<file path="src/rtl/ball_detector.sv">
// Camera front-end and bright-object locator: pixel threshold, per-frame match count and
// bounding box, exposed through an 8-bit SPI slave register map.
module ball_detector #(
    parameter logic [7:0] THRESH = 8'hF0,
    parameter logic [3:0] ID     = 4'hB
) (
    input  logic       inclk,
    input  logic       rst,
    input  logic       apclk,
    input  logic       ahref,
    input  logic       avsync,
    input  logic [7:0] adata,
    output logic       xclk,
    input  logic       spi_clk,
    input  logic       spi_mosi,
    input  logic       cs,
    output logic       spi_miso,
    output logic [7:0] led,
    output logic       i2c_clk,
    output logic       i2c_sda,
    output logic       busy
);

    // cs idles high, so its synchroniser resets to 1 to avoid a spurious edge
    localparam logic [5:0] SYNC_RST = 6'b000001;
    localparam logic [4:0] PREV_RST = 5'b00001;

    logic [5:0] meta_q, sync_q;
    logic [4:0] prev_q;
    logic [7:0] data_meta_q, data_q;
    logic       xclk_q;

    logic apclk_s, ahref_s, avsync_s, sclk_s, mosi_s, cs_s;
    logic apclk_p, ahref_p, avsync_p, sclk_p, cs_p;
    logic ap_rise_s, hr_rise_s, hr_fall_s, vs_rise_s, vs_fall_s;
    logic sclk_rise_s, sclk_fall_s, cs_rise_s, cs_fall_s;

    logic        busy_q, busy_d, phase_q, phase_d, match_q, match_d, valid_q, valid_d;
    logic [9:0]  x_q, x_d, minx_q, minx_d, maxx_q, maxx_d;
    logic [8:0]  y_q, y_d, miny_q, miny_d, maxy_q, maxy_d;
    logic [18:0] cnt_q, cnt_d, res_cnt_q, res_cnt_d;
    logic [9:0]  res_minx_q, res_minx_d, res_maxx_q, res_maxx_d;
    logic [8:0]  res_miny_q, res_miny_d, res_maxy_q, res_maxy_d;
    logic        nz_s;

    logic [3:0] bitcnt_q, bitcnt_d, addr_q, addr_d;
    logic [7:0] rx_q, rx_d, tx_q, tx_d, led_q, led_d, reg_rd_s;
    logic       miso_q, miso_d;

    assign {apclk_s, ahref_s, avsync_s, sclk_s, mosi_s, cs_s} = sync_q;
    assign {apclk_p, ahref_p, avsync_p, sclk_p, cs_p}         = prev_q;

    assign ap_rise_s   = apclk_s & ~apclk_p;
    assign hr_rise_s   = ahref_s & ~ahref_p;
    assign hr_fall_s   = ~ahref_s & ahref_p;
    assign vs_rise_s   = avsync_s & ~avsync_p;
    assign vs_fall_s   = ~avsync_s & avsync_p;
    assign sclk_rise_s = sclk_s & ~sclk_p;
    assign sclk_fall_s = ~sclk_s & sclk_p;
    assign cs_rise_s   = cs_s & ~cs_p;
    assign cs_fall_s   = ~cs_s & cs_p;
    assign nz_s        = (cnt_q != 19'd0);

    assign xclk     = xclk_q;
    assign spi_miso = miso_q;
    assign led      = led_q;
    assign busy     = busy_q;
    assign i2c_clk  = 1'b1;
    assign i2c_sda  = 1'b1;

    // Two-flop synchronisers, a delayed copy for edge detection, and xclk divider
    always_ff @(posedge inclk) begin
        if (rst) begin
            meta_q      <= SYNC_RST;
            sync_q      <= SYNC_RST;
            prev_q      <= PREV_RST;
            data_meta_q <= 8'h00;
            data_q      <= 8'h00;
            xclk_q      <= 1'b0;
        end else begin
            meta_q      <= {apclk, ahref, avsync, spi_clk, spi_mosi, cs};
            sync_q      <= meta_q;
            prev_q      <= {apclk_s, ahref_s, avsync_s, sclk_s, cs_s};
            data_meta_q <= adata;
            data_q      <= data_meta_q;
            xclk_q      <= ~xclk_q;
        end
    end

    // Frame capture: line edges take priority over a coincident pixel-clock edge
    always_comb begin
        busy_d     = busy_q;
        phase_d    = hr_rise_s ? 1'b0 : phase_q;
        match_d    = match_q;
        valid_d    = valid_q;
        x_d        = x_q;
        y_d        = y_q;
        cnt_d      = cnt_q;
        minx_d     = minx_q;
        maxx_d     = maxx_q;
        miny_d     = miny_q;
        maxy_d     = maxy_q;
        res_cnt_d  = res_cnt_q;
        res_minx_d = res_minx_q;
        res_maxx_d = res_maxx_q;
        res_miny_d = res_miny_q;
        res_maxy_d = res_maxy_q;
        if (vs_fall_s) begin
            busy_d  = 1'b1;
            phase_d = 1'b0;
            x_d     = 10'd0;
            y_d     = 9'd0;
            cnt_d   = 19'd0;
            minx_d  = 10'd1023;
            maxx_d  = 10'd0;
            miny_d  = 9'd511;
            maxy_d  = 9'd0;
        end else if (vs_rise_s && busy_q) begin
            busy_d     = 1'b0;
            valid_d    = 1'b1;
            res_cnt_d  = cnt_q;
            res_minx_d = nz_s ? minx_q : 10'd0;
            res_maxx_d = nz_s ? maxx_q : 10'd0;
            res_miny_d = nz_s ? miny_q : 9'd0;
            res_maxy_d = nz_s ? maxy_q : 9'd0;
        end else if (busy_q && hr_fall_s) begin
            x_d = 10'd0;
            y_d = (y_q == 9'd511) ? y_q : y_q + 9'd1;
        end else if (busy_q && ahref_s && ap_rise_s) begin
            if (!phase_d) begin
                match_d = (data_q >= THRESH);
                phase_d = 1'b1;
            end else begin
                phase_d = 1'b0;
                cnt_d   = match_q ? cnt_q + 19'd1 : cnt_q;
                minx_d  = (match_q && (x_q < minx_q)) ? x_q : minx_q;
                maxx_d  = (match_q && (x_q > maxx_q)) ? x_q : maxx_q;
                miny_d  = (match_q && (y_q < miny_q)) ? y_q : miny_q;
                maxy_d  = (match_q && (y_q > maxy_q)) ? y_q : maxy_q;
                x_d     = (x_q == 10'd1023) ? x_q : x_q + 10'd1;
            end
        end else begin
            match_d = match_q;
        end
    end

    // Register map over the latched results
    always_comb begin
        case (addr_q)
            4'h0:    reg_rd_s = {ID, 3'b000, valid_q};
            4'h1:    reg_rd_s = res_cnt_q[7:0];
            4'h2:    reg_rd_s = res_cnt_q[15:8];
            4'h3:    reg_rd_s = {5'b00000, res_cnt_q[18:16]};
            4'h4:    reg_rd_s = res_minx_q[7:0];
            4'h5:    reg_rd_s = {6'b000000, res_minx_q[9:8]};
            4'h6:    reg_rd_s = res_maxx_q[7:0];
            4'h7:    reg_rd_s = {6'b000000, res_maxx_q[9:8]};
            4'h8:    reg_rd_s = res_miny_q[7:0];
            4'h9:    reg_rd_s = {7'b0000000, res_miny_q[8]};
            4'hA:    reg_rd_s = res_maxy_q[7:0];
            4'hB:    reg_rd_s = {7'b0000000, res_maxy_q[8]};
            default: reg_rd_s = 8'h00;
        endcase
    end

    // SPI slave, mode 0: sample on rising spi_clk, shift out on falling
    always_comb begin
        bitcnt_d = bitcnt_q;
        addr_d   = addr_q;
        rx_d     = rx_q;
        tx_d     = tx_q;
        led_d    = led_q;
        miso_d   = miso_q;
        if (cs_fall_s) begin
            bitcnt_d = 4'd0;
            tx_d     = reg_rd_s;
            miso_d   = reg_rd_s[7];
        end else if (cs_rise_s) begin
            miso_d = 1'b0;
            addr_d = (bitcnt_q == 4'd8) ? rx_q[3:0] : addr_q;
            led_d  = (bitcnt_q == 4'd8) ? rx_q : led_q;
        end else if (cs_s) begin
            miso_d = 1'b0;
        end else if (sclk_rise_s) begin
            rx_d     = {rx_q[6:0], mosi_s};
            bitcnt_d = (bitcnt_q == 4'hF) ? bitcnt_q : bitcnt_q + 4'd1;
        end else if (sclk_fall_s) begin
            tx_d   = {tx_q[6:0], 1'b0};
            miso_d = tx_q[6];
        end else begin
            miso_d = miso_q;
        end
    end

    // State registers for capture, results and SPI
    always_ff @(posedge inclk) begin
        if (rst) begin
            busy_q     <= 1'b0;
            phase_q    <= 1'b0;
            match_q    <= 1'b0;
            valid_q    <= 1'b0;
            x_q        <= 10'd0;
            y_q        <= 9'd0;
            cnt_q      <= 19'd0;
            minx_q     <= 10'd0;
            maxx_q     <= 10'd0;
            miny_q     <= 9'd0;
            maxy_q     <= 9'd0;
            res_cnt_q  <= 19'd0;
            res_minx_q <= 10'd0;
            res_maxx_q <= 10'd0;
            res_miny_q <= 9'd0;
            res_maxy_q <= 9'd0;
            bitcnt_q   <= 4'd0;
            addr_q     <= 4'd0;
            rx_q       <= 8'h00;
            tx_q       <= 8'h00;
            led_q      <= 8'h00;
            miso_q     <= 1'b0;
        end else begin
            busy_q     <= busy_d;
            phase_q    <= phase_d;
            match_q    <= match_d;
            valid_q    <= valid_d;
            x_q        <= x_d;
            y_q        <= y_d;
            cnt_q      <= cnt_d;
            minx_q     <= minx_d;
            maxx_q     <= maxx_d;
            miny_q     <= miny_d;
            maxy_q     <= maxy_d;
            res_cnt_q  <= res_cnt_d;
            res_minx_q <= res_minx_d;
            res_maxx_q <= res_maxx_d;
            res_miny_q <= res_miny_d;
            res_maxy_q <= res_maxy_d;
            bitcnt_q   <= bitcnt_d;
            addr_q     <= addr_d;
            rx_q       <= rx_d;
            tx_q       <= tx_d;
            led_q      <= led_d;
            miso_q     <= miso_d;
        end
    end

endmodule

</file>
<file path="config.mk">
export PLATFORM = sky130hd
export DESIGN_NAME = ball_detector
export DESIGN_NICKNAME = d
export VERILOG_FILES = /design/src/rtl/ball_detector.sv
export SDC_FILE = /design/constraint.sdc
export NUM_CORES = 1
export LEC_CHECK = 0
export CORE_ASPECT_RATIO = 0.6
export CORE_MARGIN = 3
export CORE_UTILIZATION = 50
export CTS_BUF_LIST = sky130_fd_sc_hd__clkbuf_2
export CTS_CLUSTER_DIAMETER = 100
export CTS_CLUSTER_SIZE = 28
export DETAILED_ROUTE_END_ITERATION = 10
export HOLD_SLACK_MARGIN = 0.1
export PLACE_DENSITY = 0.72
export SKIP_LAST_GASP = 1
export SYNTH_ARGS = -nofsm -noshare
export SYNTH_HDL_FRONTEND = slang
export SYNTH_SLANG_ARGS = --single-unit
export TNS_END_PERCENT = 100
</file>
<file path="constraint.sdc">
create_clock -name inclk -period 3.7 [get_ports inclk]
set_clock_uncertainty 0.05 [all_clocks]
set_input_delay 0.37 -clock inclk [delete_from_list [all_inputs] [get_ports inclk]]
set_output_delay 0.37 -clock inclk [all_outputs]
set_load 0.005 [all_outputs]
</file>
==> results.json <==
{
  "clockBufferDepth": 2,
  "synth-seq-cells": 191,
  "crit_fanout": 15,
  "synth_edf_count": 0,
  "cp_cell_sequence": "buf_4, clkdlybuf4s50_1",
  "fillers": 1630,
  "worst_pin_slew_ns": 1.22,
  "grt_pass1_vias": 6597,
  "final_area_um2": 9720,
  "syn_area_um2": 9040,
  "nets": 1118,
  "worstPathRequired_ns": 3.28,
  "remaining_drc_errors": 0,
  "power-per-cell-area_nw_per_um2": 336,
  "drive_gt1_frac": 0.0627,
  "clock-sinks": 191,
  "cp_slowest_stage_delay_ns": 0.87,
  "placed_area_um2": 9380,
  "ant_nets": 0,
  "rsz0062_at_grt": "false",
  "synth.largest_area_cell": "dfxtp_1",
  "chipHeight_um": 110,
  "cts_setup_buffers": 0,
  "crit_family": "flip-flops",
  "hold_path_class": "flip-flop to flip-flop",
  "status": "finished, final reports clean",
  "area_growth_pct": 7.52,
  "io_buffer_count": 22,
  "die-area_um2": 19800,
  "cts_root_buf": "clkbuf_2",
  "setup_viol": 0,
  "cap_viol_max_count": 0,
  "vias": 7426,
  "cts_tree": "yes",
  "overflow": 0,
  "synth.area.top_cells": "dfxtp_1, ha_1, nor2_1",
  "io_pins": 29,
  "dieWidth_um": 180,
  "first_pass_iters": 5,
  "maxSlewHeadroom": 0.182,
  "routedWlPerCell_um": 16.1,
  "grt_max_degree": 84,
  "place_inst": 1260,
  "cts.clk_slew.worst_paths_ns": 0.31,
  "finalWorstPathRequiredPeriod_ns": 2.92,
  "rows": 37,
  "ys_types": 64,
  "antenna_found_initial": 1,
  "gp_congestion": 0.875,
  "critPathLaunchType": "flip-flop",
  "n_antenna_cell": 0,
  "synth_cells": 1061,
  "holdWs_ns": 0.373,
  "h-tree-depth": 4,
  "critical_path_class": "flip-flop to output pin",
  "async_flop_share": 0,
  "initial_utilization": 0.519,
  "core_um2": 17400,
  "routed_via_density": 5.70,
  "ys.flop_type": "dfxtp_1",
  "syn_avg_cell_area_um2": 8.52,
  "yosysTopAreaCellShare": 0.423,
  "ys_seq_area_frac": 0.423,
  "dp_hpwl_mm": 14.6,
  "final_cell_mix": "dfxtp_1, nor2_1, nand2_1, a21oi_1, inv_1",
  "ir_drop_uv": 277,
  "slew_violations": 0,
  "p_leak_nw": 3.34,
  "grt_first_pass_wirelength_mm": 34.8,
  "period_share": 0.789,
  "final_common_cell": "dfxtp_1",
  "fmax_mhz": 342,
  "multi_input_area_um2": 4730,
  "clkLatencyLatePin_ns": 0.81,
  "cts_resized": 0,
  "seqCellArea_um2": 3820,
  "yosys_warnings": 0,
  "crit_path_top_delay_cell": "dfxtp_1",
  "numCtsBuffers": 17,
  "stdcell_count": 1303,
  "grt_usage": 0.218,
  "worstSetupEndpointType": "output pin",
  "cts_hold_buf": 11,
  "r2r_slack_ns": 0.82,
  "cp.buffers_inverters": 2,
  "hold_viol_final": 0,
  "setup_tns_ns": 0,
  "crit_arrival_ns": 2.50,
  "first_iter_violations": 686,
  "routed_wl_mm": 21.0
}
## path summary, 6_finish.rpt
kind | start | cells after the start | endpoint
setup / recovery | addr_q[1]$_SDFFE_PP0P_ | 2 | led[1]
hold / removal | xclk$_SDFF_PP0_ | 1 | xclk$_SDFF_PP0_
setup reg to reg | busy$_SDFFE_PP0P_ | 5 | minx_q[8]$_SDFFE_PP0P_
hold reg to reg | xclk$_SDFF_PP0_ | 1 | xclk$_SDFF_PP0_
## cell type report
cell class / instances / area share
Clock inverter: 15 / 0.0147
Tap cell: 234 / 0.0301
Multi-Input combinational cell: 744 / 0.487
Clock buffer: 17 / 0.00876
Inverter: 55 / 0.0212
Sequential cell: 191 / 0.394
Timing Repair Buffer: 47 / 0.0446
## power breakdown
group / total (mW) / internal (mW) / switching [mW] / leakage, nW
clock network: 1.03 / 0.219 / 0.814 / 0.144
logic: 0.138 / 0.0551 / 0.0830 / 1.66
registers: 2.10 / 2.09 / 0.0124 / 1.54
total: 3.27 / 2.36 / 0.909 / 3.34
## state kept, by name, summed over array words and instances, names as in the netlist, 6 cells and up
| signal | count |
|---|---|
| meta_q | 6 |
| sync_q | 6 |
| res_maxy_q | 9 |
| miny_q | 9 |
| minx_q | 10 |
| x_q | 10 |
| res_miny_q | 9 |
| maxx_q | 10 |
| tx_q | 7 |
| maxy_q | 9 |
| y_q | 9 |
| rx_q | 8 |
| res_maxx_q | 10 |
| res_cnt_q | 19 |
| res_minx_q | 10 |
| cnt_q | 19 |
## cell families after synthesis
| logic type | share of synthesized area |
|---|---|
| AO/OA/AOI/OAI | 0.155 |
| multiplexers | 0.0472 |
| other | 0.000415 |
| XOR/XNOR | 0.0300 |
| AND/OR/NAND/NOR | 0.225 |
| flip-flops | 0.423 |
| buffers and inverters | 0.0555 |
| adder cells (fa/ha/maj) | 0.0637 |
## synth_stat cells (all sizes together) (3+ instances only)
cell	count
a22oi	41
nand3	33
and4	3
o21ai	27
mux2	5
nand4	16
nand4b	3
ha	46
inv	55
and2	3
or3	6
nand3b	6
nor3	18
clkbuf	59
and3	18
nor2	127
nand2b	11
and4b	3
nor3b	3
nor4	16
mux4	4
xnor2	12
a21oi	62
or2	4
or4	4
a211oi	15
buf	13
mux2i	28
o31ai	4
a31oi	3
nand2	113
nor2b	32
a2111oi	21
dfxtp	191
o21a	10
xor2	19
## per-layer routing
layer | track usage | part of all wire | vias up
met5 | 0 | 0 | -
met4 | 0.0485 | 0.0064 | 0
met3 | 0.0430 | 0.067 | 10
met2 | 0.305 | 0.39 | 194
met1 | 0.340 | 0.54 | 3511
li1 | - | - | 3711
## through the flow
stage	util	worst slack [ns]	power (mW)
floorplan	-	1.40	2.22
global placement	0.539	0.959	2.26
detailed placement	0.539	0.859	2.26
CTS	0.558	0.699	3.29
global route	0.558	0.607	3.40
finish	0.558	0.780	3.27
## worst register-to-register path, delay by kind of cell, from the launching register on
kind / cells / cell delay [ns]
AO/OA/AOI/OAI: 2 / 0.61
flip-flops: 1 / 0.56
AND/OR/NAND/NOR: 3 / 1.55
No activity file was read; power rests on OpenSTA's default activity.
